===== config.mk =====
export PLATFORM = sky130hd
export DESIGN_NAME = hdmi_video_timing
export DESIGN_NICKNAME = d
export VERILOG_FILES = /design/src/rtl/hdmi_video_timing.sv
export SDC_FILE = /design/constraint.sdc
export NUM_CORES = 1
export LEC_CHECK = 0
export ABC_AREA = 1
export BUFFER_PORTS_ARGS = -buffer_cell sky130_fd_sc_hd__buf_2
export CORE_UTILIZATION = 40
export DETAILED_ROUTE_END_ITERATION = 8
export PLACE_DENSITY = 0.61
export SETUP_SLACK_MARGIN = 0.4
export SYNTH_ARGS = -nofsm -noshare
export SYNTH_HDL_FRONTEND = slang
export SYNTH_SLANG_ARGS = --single-unit

===== constraint.sdc =====
create_clock -name ACLK -period 5.35 [get_ports ACLK]
set_clock_uncertainty 0.05 [all_clocks]
set_input_delay 0.535 -clock ACLK [delete_from_list [all_inputs] [get_ports ACLK]]
set_output_delay 0.535 -clock ACLK [all_outputs]
set_load 0.05 [all_outputs]

===== src/rtl/hdmi_video_timing.sv =====
// HDMI pixel-output stage: raster timing generator with a valid/ready pixel pop.
// Timing parameters are captured into shadow registers at every frame start.
// DE/HSYNC/VSYNC/DATA and the event pulses are registered, so they lag the
// counters by one cycle. PIX_READY is combinational from the current counters.
module hdmi_video_timing #(
    parameter int unsigned      TW             = 12,
    parameter int unsigned      DW             = 36,
    parameter logic [DW-1:0]    UNDERRUN_COLOR = '0
) (
    input  logic          ACLK,
    input  logic          nRST,
    input  logic          EN,
    input  logic [TW-1:0] H_ACTIVE,
    input  logic [TW-1:0] H_FP,
    input  logic [TW-1:0] H_SYNC,
    input  logic [TW-1:0] H_BP,
    input  logic [TW-1:0] V_ACTIVE,
    input  logic [TW-1:0] V_FP,
    input  logic [TW-1:0] V_SYNC,
    input  logic [TW-1:0] V_BP,
    input  logic          H_POL,
    input  logic          V_POL,
    input  logic          PIX_VALID,
    input  logic [DW-1:0] PIX_DATA,
    output logic          PIX_READY,
    output logic          HDMI_DE,
    output logic          HDMI_HSYNC,
    output logic          HDMI_VSYNC,
    output logic [DW-1:0] HDMI_DATA,
    output logic          FRAME_START,
    output logic          UNDERRUN,
    output logic          BUSY
);

    // Region boundaries are summed two bits wider than a field so that four
    // maximal fields cannot overflow.
    localparam int unsigned SW = TW + 2;

    typedef enum logic [0:0] {
        StIdle,
        StRun
    } state_e;

    state_e state_q, state_d;

    logic [TW-1:0] h_cnt_q, h_cnt_d;
    logic [TW-1:0] v_cnt_q, v_cnt_d;

    // Shadow copies of the timing inputs, stable for a whole frame
    logic [TW-1:0] h_active_q, h_fp_q, h_sync_q, h_bp_q;
    logic [TW-1:0] v_active_q, v_fp_q, v_sync_q, v_bp_q;
    logic          h_pol_q, v_pol_q;

    // Registered output stage
    logic          de_q, de_d;
    logic          hsync_q, hsync_d;
    logic          vsync_q, vsync_d;
    logic [DW-1:0] data_q, data_d;
    logic          fs_q, fs_d;
    logic          ur_q, ur_d;

    // Region boundaries (start of front porch, sync, back porch; line/frame total)
    logic [SW-1:0] h_fp_start, h_sync_start, h_bp_start, h_total;
    logic [SW-1:0] v_fp_start, v_sync_start, v_bp_start, v_total;
    logic [SW-1:0] h_cnt_x, v_cnt_x;

    logic running;
    logic h_act, v_act, h_in_sync, v_in_sync;
    logic h_last, v_last;
    logic frame_end;
    logic load_shadow;
    logic pix_active;

    assign h_fp_start   = {2'b00, h_active_q};
    assign h_sync_start = h_fp_start + {2'b00, h_fp_q};
    assign h_bp_start   = h_sync_start + {2'b00, h_sync_q};
    assign h_total      = h_bp_start + {2'b00, h_bp_q};

    assign v_fp_start   = {2'b00, v_active_q};
    assign v_sync_start = v_fp_start + {2'b00, v_fp_q};
    assign v_bp_start   = v_sync_start + {2'b00, v_sync_q};
    assign v_total      = v_bp_start + {2'b00, v_bp_q};

    assign h_cnt_x = {2'b00, h_cnt_q};
    assign v_cnt_x = {2'b00, v_cnt_q};

    assign running   = (state_q == StRun);
    assign h_act     = (h_cnt_x < h_fp_start);
    assign v_act     = (v_cnt_x < v_fp_start);
    assign h_in_sync = (h_cnt_x >= h_sync_start) && (h_cnt_x < h_bp_start);
    assign v_in_sync = (v_cnt_x >= v_sync_start) && (v_cnt_x < v_bp_start);
    assign h_last    = (h_cnt_x == h_total - SW'(1));
    assign v_last    = (v_cnt_x == v_total - SW'(1));
    assign frame_end = running && h_last && v_last;

    // Shadows reload on leaving IDLE and on a back-to-back frame wrap
    assign load_shadow = EN && ((state_q == StIdle) || frame_end);

    assign pix_active = running && h_act && v_act;

    // The FIFO must never be popped while reset is held, even though state is
    // still RUN until the reset edge lands.
    assign PIX_READY = nRST && pix_active && PIX_VALID;

    assign HDMI_DE     = de_q;
    assign HDMI_HSYNC  = hsync_q;
    assign HDMI_VSYNC  = vsync_q;
    assign HDMI_DATA   = data_q;
    assign FRAME_START = fs_q;
    assign UNDERRUN    = ur_q;
    assign BUSY        = running;

    // Next-state and counter advance; EN is only consulted at frame boundaries
    always_comb begin
        state_d = state_q;
        h_cnt_d = h_cnt_q;
        v_cnt_d = v_cnt_q;
        unique case (state_q)
            StIdle: begin
                h_cnt_d = '0;
                v_cnt_d = '0;
                if (EN) begin
                    state_d = StRun;
                end
            end
            StRun: begin
                if (h_last) begin
                    h_cnt_d = '0;
                    if (v_last) begin
                        v_cnt_d = '0;
                        if (!EN) begin
                            state_d = StIdle;
                        end
                    end else begin
                        v_cnt_d = v_cnt_q + TW'(1);
                    end
                end else begin
                    h_cnt_d = h_cnt_q + TW'(1);
                end
            end
            default: begin
                state_d = StIdle;
                h_cnt_d = '0;
                v_cnt_d = '0;
            end
        endcase
    end

    // Output values for the current counter position, registered next edge.
    // IDLE parks the syncs at the inactive level of the live polarity inputs.
    always_comb begin
        de_d    = 1'b0;
        hsync_d = ~H_POL;
        vsync_d = ~V_POL;
        data_d  = '0;
        fs_d    = 1'b0;
        ur_d    = 1'b0;
        if (running) begin
            hsync_d = h_in_sync ? h_pol_q : ~h_pol_q;
            vsync_d = v_in_sync ? v_pol_q : ~v_pol_q;
            if (h_act && v_act) begin
                de_d = 1'b1;
                fs_d = (h_cnt_q == '0) && (v_cnt_q == '0);
                if (PIX_VALID) begin
                    data_d = PIX_DATA;
                end else begin
                    data_d = UNDERRUN_COLOR;
                    ur_d   = 1'b1;
                end
            end
        end
    end

    // State, counters and output registers with synchronous reset
    always_ff @(posedge ACLK) begin
        if (!nRST) begin
            state_q <= StIdle;
            h_cnt_q <= '0;
            v_cnt_q <= '0;
            de_q    <= 1'b0;
            hsync_q <= 1'b0;
            vsync_q <= 1'b0;
            data_q  <= '0;
            fs_q    <= 1'b0;
            ur_q    <= 1'b0;
        end else begin
            state_q <= state_d;
            h_cnt_q <= h_cnt_d;
            v_cnt_q <= v_cnt_d;
            de_q    <= de_d;
            hsync_q <= hsync_d;
            vsync_q <= vsync_d;
            data_q  <= data_d;
            fs_q    <= fs_d;
            ur_q    <= ur_d;
        end
    end

    // Shadow timing registers, captured at each frame start
    always_ff @(posedge ACLK) begin
        if (!nRST) begin
            h_active_q <= '0;
            h_fp_q     <= '0;
            h_sync_q   <= '0;
            h_bp_q     <= '0;
            v_active_q <= '0;
            v_fp_q     <= '0;
            v_sync_q   <= '0;
            v_bp_q     <= '0;
            h_pol_q    <= 1'b0;
            v_pol_q    <= 1'b0;
        end else if (load_shadow) begin
            h_active_q <= H_ACTIVE;
            h_fp_q     <= H_FP;
            h_sync_q   <= H_SYNC;
            h_bp_q     <= H_BP;
            v_active_q <= V_ACTIVE;
            v_fp_q     <= V_FP;
            v_sync_q   <= V_SYNC;
            v_bp_q     <= V_BP;
            h_pol_q    <= H_POL;
            v_pol_q    <= V_POL;
        end
    end

endmodule


=== Yosys cells after proc, flatten, opt, wreduce, memory -nomap -nowiden ===
Index checks and enable logic that the tools add are counted.

* Register bits after elaboration: 164
* Word-level logic and storage cells: 75
* Output and inout port bits: 43
* Bits of input ports: 138

* Magnitude comparators: 6
* Add/subtract/negate cells: 10
* Bitwise logic cells: 5
* Mux-type cells: 15
* Equal/unequal tests: 3
* Reductions and logical operators: 17

{| class="wikitable"
|+ Operators with widths
! operator !! number
|-
| $pmux W12 S2 || 2
|-
| $mux W12 || 3
|-
| $add A13 B12 Y14 || 2
|-
| $add A14 B12 Y14 || 2
|-
| $eq A12 B14 Y1 || 2
|-
| $lt A12 B14 Y1 || 2
|-
| $sub A14 B1 Y14 const B || 2
|-
| $add A12 B12 Y13 || 2
|-
| $ge A12 B13 Y1 || 2
|-
| $add A12 B1 Y12 const B || 2
|-
| $logic_not A12 Y1 || 2
|-
| $lt A12 B12 Y1 || 2
|-
| $logic_and A1 B1 Y1 || 11
|-
| $mux W1 || 9
|-
| $not A1 Y1 || 5
|-
| $reduce_and A4 Y1 || 1
|-
| $reduce_and A3 Y1 || 1
|-
| $ne A2 B1 Y1 const B || 1
|-
| $pmux W1 S2 || 1
|-
| $reduce_and A2 Y1 || 1
|-
| $logic_or A1 B1 Y1 || 1
|}

=== Longest topological paths before layout ===
Gate-level depths: netlist of the first run.

* Depth after elaboration: 9
* Mapped depth: 35

=== Worst setup path before layout of the first run ===
OpenSTA, ideal clock, no wires.

* Kind: reg2reg
* From: reg h_active_q[0]
* To: reg state_q (netlist: BUSY)
* Clock period less this slack: 4.892 ns
* Buffers on the path: 3
* Cell stages (with the launch flop): 35
* Arrival: 4.729 ns
* Library setup time: 0.113 ns
* Setup slack: 0.458 ns
* Path through: dfxtp_1 -> ha_1 -> inv_1 -> fa_1 -> nand3b_1 -> nand2_1 -> nand4_1 -> nand2_1 -> xor2_1 -> ha_1 -> nand2_1 -> inv_1 -> a21oi_1 -> nand3_1 -> a21oi_1 -> o21bai_1 -> xor2_1 -> ha_1 -> inv_1 -> ha_1 -> nand2_1 -> a21oi_1 -> a211oi_1 -> nand2_1 -> nand2_1 -> nand2_1 -> nor2_1 -> nand3_1 -> nand2_1 -> buf_4 -> buf_6 -> buf_4 -> nand2_1 -> o21ai_1 -> inv_1

* Longest elaborated chain between the ends: 7

{| class="wikitable"
|+ Ends and longest elaborated chain
! what !! line !! source
|-
| from (decl) || 50 || <nowiki>logic [TW-1:0] h_active_q, h_fp_q, h_sync_q, h_bp_q;</nowiki>
|-
| from (signal assigned) || 202 || <nowiki>h_active_q <= '0;</nowiki>
|-
| from (signal assigned) || 213 || <nowiki>h_active_q <= H_ACTIVE;</nowiki>
|-
| $add A12 B12 Y13 || 75 || <nowiki>assign h_sync_start = h_fp_start + {2'b00, h_fp_q};</nowiki>
|-
| $add A13 B12 Y14 || 76 || <nowiki>assign h_bp_start = h_sync_start + {2'b00, h_sync_q};</nowiki>
|-
| $add A14 B12 Y14 || 77 || <nowiki>assign h_total = h_bp_start + {2'b00, h_bp_q};</nowiki>
|-
| $sub A14 B1 Y14 || 92 || <nowiki>assign h_last = (h_cnt_x == h_total - SW'(1));</nowiki>
|-
| $eq A12 B14 Y1 || 92 ||
|-
| $mux W1 || 127 || <nowiki>if (h_last) begin</nowiki>
|-
| $pmux W1 S2 || 118 || <nowiki>unique case (state_q)</nowiki>
|-
| to (signal assigned) || 177 || <nowiki>state_q <= StIdle;</nowiki>
|-
| to (signal assigned) || 187 || <nowiki>state_q <= state_d;</nowiki>
|-
| to (decl) || 44 || <nowiki>state_e state_q, state_d;</nowiki>
|}

Every way passes these cells.
A chain may end at the register's enable or synchronous reset.

=== Worst setup path in the final report of the first run ===
* From: reg h_fp_q[2]
* To: reg v_active_q[8]

* Longest elaborated chain between the ends: 9

{| class="wikitable"
|+ Ends and longest elaborated chain
! what !! line !! source
|-
| from (decl) || 50 ||
|-
| from (signal assigned) || 203 || <nowiki>h_fp_q <= '0;</nowiki>
|-
| from (signal assigned) || 214 || <nowiki>h_fp_q <= H_FP;</nowiki>
|-
| $add A12 B12 Y13 || 75 ||
|-
| $add A13 B12 Y14 || 76 ||
|-
| $add A14 B12 Y14 || 77 ||
|-
| $sub A14 B1 Y14 || 92 ||
|-
| $eq A12 B14 Y1 || 92 ||
|-
| $logic_and A1 B1 Y1 (2 in a row) || 94 || <nowiki>assign frame_end = running && h_last && v_last;</nowiki>
|-
| $logic_or A1 B1 Y1 || 97 || <nowiki>assign load_shadow = EN && ((state_q == StIdle) || frame_end);</nowiki>
|-
| $logic_and A1 B1 Y1 || 97 ||
|-
| to (signal assigned) || 206 || <nowiki>v_active_q <= '0;</nowiki>
|-
| to (signal assigned) || 217 || <nowiki>v_active_q <= V_ACTIVE;</nowiki>
|-
| to (decl) || 51 || <nowiki>logic [TW-1:0] v_active_q, v_fp_q, v_sync_q, v_bp_q;</nowiki>
|}

Every way passes these cells.

==> results of run 1 <==
-- synth_stat cells, types with 2 or more instances --
| master | count |
|---|---|
| dfxtp_1 | 164 |
| a21oi_1 | 84 |
| buf_1 | 11 |
| nor3b_1 | 4 |
| a21o_1 | 5 |
| o21ai_0 | 37 |
| a211oi_1 | 6 |
| buf_2 | 18 |
| clkbuf_1 | 28 |
| xor2_1 | 55 |
| fa_1 | 6 |
| a31o_2 | 2 |
| o211ai_1 | 4 |
| nand2_1 | 433 |
| o22ai_1 | 4 |
| ha_1 | 168 |
| o21ai_1 | 2 |
| inv_1 | 521 |
| nor2_1 | 218 |
| nor4_1 | 4 |
| buf_6 | 2 |
| xnor2_1 | 20 |
| nand3b_1 | 10 |
| nand4_1 | 119 |
| a21boi_0 | 4 |
| nand3_1 | 51 |
| nor3_1 | 18 |
| o21bai_1 | 8 |
| buf_4 | 2 |
| a31oi_1 | 9 |
-- cell families after synthesis --
group | after synthesis | synth area share (%)
and+or+nand+nor | 863 | 28.41
buffers and inverters | 584 | 17.10
adders and majority gates | 174 | 16.98
AOI/OAI and AO/OA | 171 | 7.392
DFF | 164 | 25.09
xor gates and xnor gates | 75 | 5.021
-- flip-flops by register name (all words and copies together) (netlist names), 12 cells and up --
name        count
HDMI_DATA      36
h_active_q     12
h_bp_q         12
h_cnt_q        12
h_fp_q         12
h_sync_q       12
v_active_q     12
v_bp_q         12
v_cnt_q        12
v_fp_q         12
v_sync_q       12
-- cell type report --
class / instances / area (µm²)
Fill cell: 3113 / 14410
Multi-Input combinational cell: 1283 / 9005
Sequential cell: 164 / 3297
Timing Repair Buffer: 285 / 2042
Inverter: 523 / 1963
Tap cell: 435 / 544.3
Clock buffer: 17 / 425.4
Clock inverter: 15 / 190.2
Antenna cell: 2 / 5.005
-- power groups by stage --
stage                     Clock, W  Sequential, W  Combinational, W
after floorplan                  0        0.00139           0.00159
final                      0.00131        0.00134           0.00271
after global routing       0.00138        0.00134           0.00303
after global placement           0        0.00136           0.00212
after detailed placement         0        0.00136           0.00216
after CTS                  0.00133        0.00134           0.00244
-- what timing repair did --
| item | CTS | global route |
|---|---|---|
| resized for setup | 151 | 248 |
| endpoints found under the hold margin | 0 | 0 |
| setup endpoints to repair | 123 | 123 |
| gates cloned | 6 | 5 |
| buffers inserted | 33 | 16 |
| pin swaps | 65 | 102 |
-- critical path, delay by kind of cell (launching register included) --
family	cells	cell delay, ps
DFF	1	340
and+or+nand+nor	16	1640
adders and majority gates	4	1210
AOI/OAI and AO/OA	4	690
xor gates and xnor gates	2	320
buffers and inverters	6	850
-- cell usage in the layout, fill, tap and decap left out, types with 21 or more instances in the layout --
cell | netlist | layout
nand3_1 | 51 | 47
nor2_2 | 1 | 22
a21oi_1 | 84 | 62
ha_4 | 0 | 29
a21oi_2 | 1 | 21
clkbuf_16 | 0 | 22
ha_1 | 168 | 134
inv_1 | 521 | 450
nand4_1 | 119 | 119
nand2_1 | 433 | 345
inv_2 | 1 | 72
nand2_2 | 0 | 32
buf_2 | 18 | 178
buf_4 | 2 | 84
xor2_1 | 55 | 34
o21ai_0 | 37 | 25
nand2_4 | 1 | 57
nor2_1 | 218 | 193
dfxtp_1 | 164 | 153
-- stage by stage --
| step | total power [W] | cells |
|---|---|---|
| detailed placement | 0.003517 | 2630 |
| CTS | 0.005106 | 2701 |
| finish | 0.005353 | 2724 |
| global placement | 0.003477 | 2630 |
| global route | 0.005756 | 2723 |
| floorplan | 0.002977 | 2031 |
-- layer usage --
metal	share of wire, %	up-vias	global-route usage, %
li1	-	6755	-
met3	5.7	67	4.091
met2	46	357	39.21
met4	3.0	2	7.800
met5	0.032	-	0
met1	46	6016	30.68
-- worst paths after layout --
check / endpoint / depth (start not counted) / from / slack (ps)
hold reg to reg: h_cnt_q[0]$_SDFF_PP0_ / 1 / h_cnt_q[0]$_SDFF_PP0_ / 430
setup reg to reg: v_active_q[8]$_SDFFE_PN0P_ / 32 / h_fp_q[2]$_SDFFE_PN0P_ / 160
setup / recovery: v_active_q[8]$_SDFFE_PN0P_ / 32 / h_fp_q[2]$_SDFFE_PN0P_ / 160
hold / removal: UNDERRUN$_SDFF_PN0_ / 2 / PIX_VALID / 210
==> metrics.cfg, run 1 <==
[worst_setup_path]
cpMaxStageDelayCell=bufbuf_16
worst-path-max-fanout=15
end_kind=flop
arrival_ps=5510
criticalPathCategory=reg -> reg
critical_path.max_stage_delay_ps=390
cp.required_ps=5670
start_kind=flop
cpMostUsedCell=nand2_1

[detailed_routing]
post-route-drc-count=0
routed_wl_mm=40.35
ant_nets=0
detail_route.wl_per_cell_um=14.81
dr.pass1.iters=5
drt_iter0_markers=721
num_vias=13197
via_per_inst=4.845

[synth]
synth_top_area_share_pct=25.09
avgSynthCellArea_um2=6.442
synth.ff_latch_count=164
ys_async_sr_fraction_pct=0
syn_inst=2031
syn_nets=2343
synth.distinct_cells=44
syn_area_um2=13080
synth_edf_count=0
synth_area_leaders=dfxtp_1 25%, ha_1 16%, inv_1 15%, nand2_1 12%, nor2_1 6.3%
yosys_warnings=0
ys_seq_area_share_pct=25.09
synth_ff_type=dfxtp_1
synth_top_cell_by_area=dfxtp_1

[grt]
grt_overflow_total=0
antenna_found_initial=3
grt_pass1_wl_mm=62.89
grt_pass1_vias=12665
grt_usage_pct=23.52
grt_start_max_net_pins=101

[finish]
finish.utilization_pct=54.80
drive_gt1_share_pct=27.20
fin_nets=2586
final_area_um2=17470
syn_to_final_growth_pct=33.54

[sta]
timing.final.ws_setup_ps=162.4
period_needed_ps=5188
rsz0062_at_grt=yes
slew_headroom_pct=28.28
tightest_slew_ps=1076
fin_crit_sh_pct=96.96
whs_ps=207.8
fmax_ghz=0.1928
setup_viol=0
maxSlewViolCount=0
hold_viol=0
setup_tns_ps=0

[floorplan]
num_io_pins=181
coreArea_um2=31880
initial_core_util_pct=41.04
die_x_um=182.9
core.rowCount=65
die-height_um=182.9
dieArea_um2=33440

[pwr]
swShare_pct=42.09
seqPwrFrac_pct=25.0
power.density_nw_per_um2=306.4
pwr-share-clk_pct=24.5
peakVddDrop_mv=0.1767
internal_power_w=0.003100
leakagePower_nw=9.288
comb_power_share_pct=50.5
power.switching_w=0.002253

[placement]
dp_hpwl_mm=27.69
gp_congestion=0.9029
pre_cts_slack_ps=-93.66
place_area_um2=14680
port_buffers=180

[clocking]
clkLatencyLatePin_ps=450
ctsHoldBuffers=0
clockRootBuffer=clkbuf_16
cts_tree=built
h-tree-depth=4
clk_pin_slew_ps=80
cts_buffer_depth=2
clock-sinks=164
cts_buffers=17

[status]
status=completed

[flow_run]
cap_violations=0

[worst_hold_path]
min_path_type=in -> reg

Note: power is estimated with default switching activity, not from simulation.
==> run 2: changes to the inputs <==
==> constraint.sdc (replaced) <==
create_clock -name ACLK -period 5.35 [get_ports ACLK]
set_clock_uncertainty 0.05 [all_clocks]
set_input_delay 0 -clock ACLK [delete_from_list [all_inputs] [get_ports ACLK]]
set_output_delay 0 -clock ACLK [all_outputs]
set_load 0.05 [all_outputs]
==> metrics.cfg, run 2 (synthesis gave the netlist of run 1 again) <==
[status]
status=completed

[finish]
largest_register_ffs=36  ; unchanged
fillers=2989  ; -4.0%
multi_input_area_um2=8598  ; -4.5%
finish.utilization_pct=58.13  ; +3.3 points
final_area_um2=18530  ; +6.1%
register_area_um2=3301  ; +0.11%
syn_to_final_growth_pct=41.65
layout_common_cells=508 x inv_1, 402 x nand2_1, 210 x nor2_1
diodes=0  ; -2
fin_cells=2864  ; +5.1%
fin_nets=2728  ; +5.5%
layout_commonest_cell=inv_1
drive_gt1_share_pct=20.30  ; -6.9 points

[worst_setup_path]
cp.required_ps=5670  ; about the same
arrival_ps=5440  ; -70 ps
end_kind=flop
start_kind=flop
reg2reg_depth=32  ; unchanged
criticalPathCategory=reg -> reg
cpMostUsedCell=nand2_1
critPathTopFamily=simple AND/OR/NAND/NOR gates
path_depth=32  ; unchanged
critPathBufInv=7  ; +1
cpMaxStageDelayCell=dfxtp_2
worst-path-max-fanout=7  ; -8
critical_path.max_stage_delay_ps=340  ; -50 ps

[grt]
grt_pass1_vias=13256  ; +4.7%
antenna_found_initial=0  ; -3
grt_usage_pct=24.54  ; +1.0 points
grt_overflow_total=0  ; unchanged
grt_start_max_net_pins=55  ; -46%
grt_pass1_wl_mm=65.34  ; +3.9%

[placement]
place_inst=2634  ; +0.15%
place_area_um2=14740  ; +0.38%
port_buffers=180  ; unchanged
pre_cts_slack_ps=-176.3  ; -82.63 ps
dp_hpwl_mm=27.54  ; -0.53%
gp_congestion=0.9302  ; +3.0%

[detailed_routing]
via_per_inst=4.776  ; -1.4%
routed_wl_mm=42.29  ; +4.8%
drt_iter0_markers=759  ; +5.3%
ant_nets=0  ; unchanged
num_vias=13678  ; +3.6%
detail_route.wl_per_cell_um=14.77  ; -0.32%
post-route-drc-count=0  ; unchanged
dr.pass1.iters=5  ; unchanged

[floorplan]
dieArea_um2=33440  ; unchanged
die-height_um=182.9  ; unchanged
die_x_um=182.9  ; unchanged
coreArea_um2=31880  ; unchanged
num_io_pins=181  ; unchanged
core.rowCount=65  ; unchanged
initial_core_util_pct=41.04  ; unchanged

[sta]
tightest_slew_ps=1216  ; +140.1 ps
period_needed_ps=5115  ; -72.84 ps
slew_headroom_pct=18.74  ; -9.5 points
fmax_ghz=0.1955  ; +1.4%
rsz0062_at_grt=yes
maxSlewViolCount=0  ; unchanged
setup_viol=0  ; unchanged
fin_crit_sh_pct=95.60  ; -1.4 points
timing.final.ws_setup_ps=235.2  ; +72.84 ps
hold_viol=0  ; unchanged

[clocking]
cts_buffers=17  ; unchanged
clk_pin_slew_ps=80  ; about the same
cts_buffer_depth=2  ; unchanged
h-tree-depth=4  ; unchanged
clockRootBuffer=clkbuf_16
clock-sinks=164  ; unchanged
cts_tree=built
clkLatencyLatePin_ps=440  ; about the same

[pwr]
leakagePower_nw=9.884  ; +6.4%
power.density_nw_per_um2=287.1  ; -6.3%
peakVddDrop_mv=0.1474  ; -17%

[flow_run]
cap_violations=0  ; unchanged

[worst_hold_path]
min_path_type=in -> reg
holdPathStages=3  ; +1

[run 2: changes by cell type in the layout (fill, tap and decap cells not counted), moves of 8 or more]
cell / before / now
nor2_1: 193 / 210
nor2_2: 22 / 9
nand2_2: 32 / 24
inv_2: 72 / 12
nand2_1: 345 / 402
inv_1: 450 / 508
dlygate4sd3_1: 0 / 137
nand2_4: 57 / 8
[run 2: cell type report]
type / count / share of cell area, %
Tap cell: 435 / 2.937
Clock buffer: 17 / 2.295
Sequential cell: 164 / 17.81
Multi-Input combinational cell: 1283 / 46.39
Inverter: 523 / 10.63
Clock inverter: 15 / 0.8979
Timing Repair Buffer: 427 / 19.04
[run 2: through the flow]
stage / hold slack (ps) / power, W / setup TNS [ps]
2_1_floorplan: 22.38 / 0.002977 / 0
3_3_place_gp: 126.8 / 0.003493 / -6153
6_report: 129.9 / 0.005320 / 0
5_1_grt: 161.9 / 0.005730 / -692.1
3_5_place_dp: 124.7 / 0.003527 / -9358
4_1_cts: 96.44 / 0.005123 / 0
[run 2: worst min-delay path, cell delays in order]
cell,delay (ps)
buf_4,290
o21ai_1,200
inv_1,40
[run 2: timing repair]
action / CTS / global route
hold buffers: 137 / 0
pin swaps: 53 / 72
buffers inserted: 33 / 15
cloned: 7 / 6
setup endpoints to repair: 123 / 124
gates resized for setup: 124 / 89
endpoints found under the hold margin: 137 / 0
[run 2: power by group]
part	switching (W)	leakage, nW	internal [W]
sequential	0.0000483	1.35	0.00129
clock	0.000621	0.286	0.000626
combinational	0.00154	8.25	0.00119
[run 2: per-layer routing]
metal	track usage (%)	wire length [µm]	share of wire (%)
met1	32.32	19310	46
met3	3.157	2090	4.9
met2	42.27	19760	47
met4	6.133	1127	2.7
met5	0	0	0
[run 2: final timing paths]
check	endpoint	slack [ps]	startpoint
max	v_sync_q[1]$_SDFFE_PN0P_	240	v_fp_q[3]$_SDFFE_PN0P_
min	BUSY$_SDFF_PN0_	130	EN
max reg2reg	v_sync_q[1]$_SDFFE_PN0P_	240	v_fp_q[3]$_SDFFE_PN0P_
min reg2reg	h_cnt_q[0]$_SDFF_PP0_	430	h_cnt_q[0]$_SDFF_PP0_
==> run 3: changes to the inputs <==
==> constraint.sdc (replaced) <==
create_clock -name ACLK -period 5.35 [get_ports ACLK]
set_clock_uncertainty 0.05 [all_clocks]
set_input_delay 1.3375 -clock ACLK [delete_from_list [all_inputs] [get_ports ACLK]]
set_output_delay 1.3375 -clock ACLK [all_outputs]
set_load 0.05 [all_outputs]
==> metrics.cfg, run 3 (synthesis gave the netlist of run 1 again) <==
[worst_setup_path]
end_kind=flop
endpoint=h_fp_q[7]$_SDFFE_PN0P_
reg2reg_depth=34  ; +6.3%
r2r_start=h_active_q[0]$_SDFFE_PN0P_
start_kind=flop
r2r_setup_slack_ps=190  ; -40 ps
cpMaxStageDelayCell=dfxtp_2
criticalPathCategory=reg -> reg
critical_path.max_stage_delay_ps=360  ; +20 ps
worst-path-max-fanout=7  ; unchanged
cp.required_ps=5670  ; about the same
r2r_end=h_fp_q[7]$_SDFFE_PN0P_
arrival_ps=5480  ; +40 ps
critical_path.startpoint=h_active_q[0]$_SDFFE_PN0P_
cpMostUsedCell=nor2_2

[clocking]
cts_buffer_depth=2  ; unchanged
ctsHoldBuffers=0  ; -100%
clk_pin_slew_ps=80  ; about the same
clkLatencyLatePin_ps=440  ; about the same
clockRootBuffer=clkbuf_16
clock-sinks=164  ; unchanged
h-tree-depth=4  ; unchanged
cts_buffers=17  ; unchanged
cts_tree=built

[grt]
grt_pass1_wl_mm=62.20  ; -4.8%
grt_overflow_total=0  ; unchanged
antenna_found_initial=3  ; +3
grt_usage_pct=23.23  ; -1.3 points
grt_pass1_vias=12745  ; -3.9%
use_met3_pct=4.388  ; +1.2 points
grt_busiest_layer=met2
grt_start_max_net_pins=101  ; +84%
grt_use_met2_pct=38.35  ; -3.9 points
grt.met1_usage_pct=30.43  ; -1.9 points

[finish]
fin_nets=2604  ; -4.5%
fillers=2980  ; -0.30%
largest_register_ffs=36  ; unchanged
finish.utilization_pct=56.21  ; -1.9 points
drive_gt1_share_pct=28.16  ; +7.9 points
layout_commonest_cell=inv_1
syn_to_final_growth_pct=36.96
layout_common_cells=473 x inv_1, 342 x nand2_1, 182 x nor2_1

[sta]
setup_tns_ps=0  ; unchanged
hold_viol=0  ; unchanged
tightest_slew_ps=1049  ; -167.3 ps
slew_headroom_pct=30.09  ; +11 points
rsz0062_at_grt=yes
maxSlewViolCount=0  ; unchanged
period_needed_ps=5159  ; +44.24 ps
fin_crit_sh_pct=96.43  ; +0.83 points
fmax_ghz=0.1938  ; -0.86%
setup_viol=0  ; unchanged
timing.final.ws_setup_ps=191.0  ; -44.24 ps

[detailed_routing]
ant_nets=0  ; unchanged
drt_iter0_markers=761  ; +0.26%
post-route-drc-count=0  ; unchanged
via_per_inst=4.851  ; +1.6%
dr.pass1.iters=5  ; unchanged
detail_route.wl_per_cell_um=15.05  ; +1.9%
routed_wl_mm=41.26  ; -2.4%
num_vias=13301  ; -2.8%

[pwr]
leakagePower_nw=9.489  ; -4.0%
power.density_nw_per_um2=314.3  ; +9.5%
peakVddDrop_mv=0.1611  ; +9.3%

[worst_hold_path]
min_path_type=reg -> reg

[floorplan]
die-height_um=182.9  ; unchanged
die_x_um=182.9  ; unchanged
initial_core_util_pct=41.04  ; unchanged
coreArea_um2=31880  ; unchanged
dieArea_um2=33440  ; unchanged
core.rowCount=65  ; unchanged
num_io_pins=181  ; unchanged

[flow_run]
cap_violations=0  ; unchanged

[placement]
dp_hpwl_mm=27.71  ; +0.60%
port_buffers=180  ; unchanged
pre_cts_slack_ps=-251.6  ; -75.30 ps
gp_congestion=0.8932  ; -4.0%

[status]
status=completed

==> run 3: cell count changes in the layout (fill, tap and decap cells not counted), sizes merged <==
cell,before,now
dlygate4sd3,137,0
clkinv,10,8
diode,0,2
buf,284,295
inv,526,527
bufinv,0,3
clkinvlp,2,0
bufbuf,0,1
clkbuf,23,24
==> run 3: cell type report <==
cell class | count | area [µm²] | share of cell area, %
multi-input combinational | 1283 | 9145 | 51.03
sequential | 164 | 3302 | 18.43
timing repair buffer | 303 | 2285 | 12.75
inverter | 523 | 1971 | 11.00
tap | 435 | 544.3 | 3.037
clock buffer | 17 | 425.4 | 2.374
clock inverter | 15 | 242.7 | 1.355
antenna | 2 | 5.005 | 0.02793
==> run 3: critical path, delay by kind of cell (launching register included) <==
kind,cells,cell delay (ps)
AO/OA/AOI/OAI,2,300
XOR/XNOR,2,460
adder cells (fa/ha/maj),5,1290
buffers and inverters,7,720
flip-flops,1,360
AND/OR/NAND/NOR,18,1900
==> run 3: timing repair <==
action	in CTS	in global routing
setup buffers	35	24
pin swaps	46	136
resized for setup	94	339
cloned	6	9
endpoints found under the setup margin	123	124
hold endpoints to repair	0	0
==> run 3: through the flow <==
stage / cell area (µm²) / std cells / hold WS, ps / power, W
floorplan: 13080 / 2031 / 389.6 / 0.002977
global placement: 14700 / 2634 / 406.1 / 0.003480
finish: 17920 / 2742 / 448.6 / 0.005632
global route: 17920 / 2741 / 480.2 / 0.006024
CTS: 16290 / 2707 / 450.5 / 0.005145
detailed placement: 14700 / 2634 / 418.4 / 0.003515
==> run 3: worst min path at each step <==
stage	from	end	slack [ps]	depth (start not counted)
final	h_cnt_q[0]$_SDFF_PP0_	h_cnt_q[0]$_SDFF_PP0_	450	1
after global routing	h_cnt_q[0]$_SDFF_PP0_	h_cnt_q[0]$_SDFF_PP0_	480	1
after CTS	h_cnt_q[0]$_SDFF_PP0_	h_cnt_q[0]$_SDFF_PP0_	450	1
after detailed placement	h_cnt_q[0]$_SDFF_PP0_	h_cnt_q[0]$_SDFF_PP0_	420	1
after global placement	h_cnt_q[0]$_SDFF_PP0_	h_cnt_q[0]$_SDFF_PP0_	410	1
after floorplan	h_cnt_q[0]$_SDFF_PP0_	h_cnt_q[0]$_SDFF_PP0_	390	1
==> run 3: where the power goes <==
part / switching, W / internal (W)
clock network: 0.000637 / 0.000771
logic: 0.00165 / 0.00124
registers: 0.0000465 / 0.00129
==> run 3: metal layers <==
metal	share of wire, %	routed length [µm]
met1	45	18720
met2	46	19140
met3	5.7	2360
met4	2.5	1035
met5	0.032	13
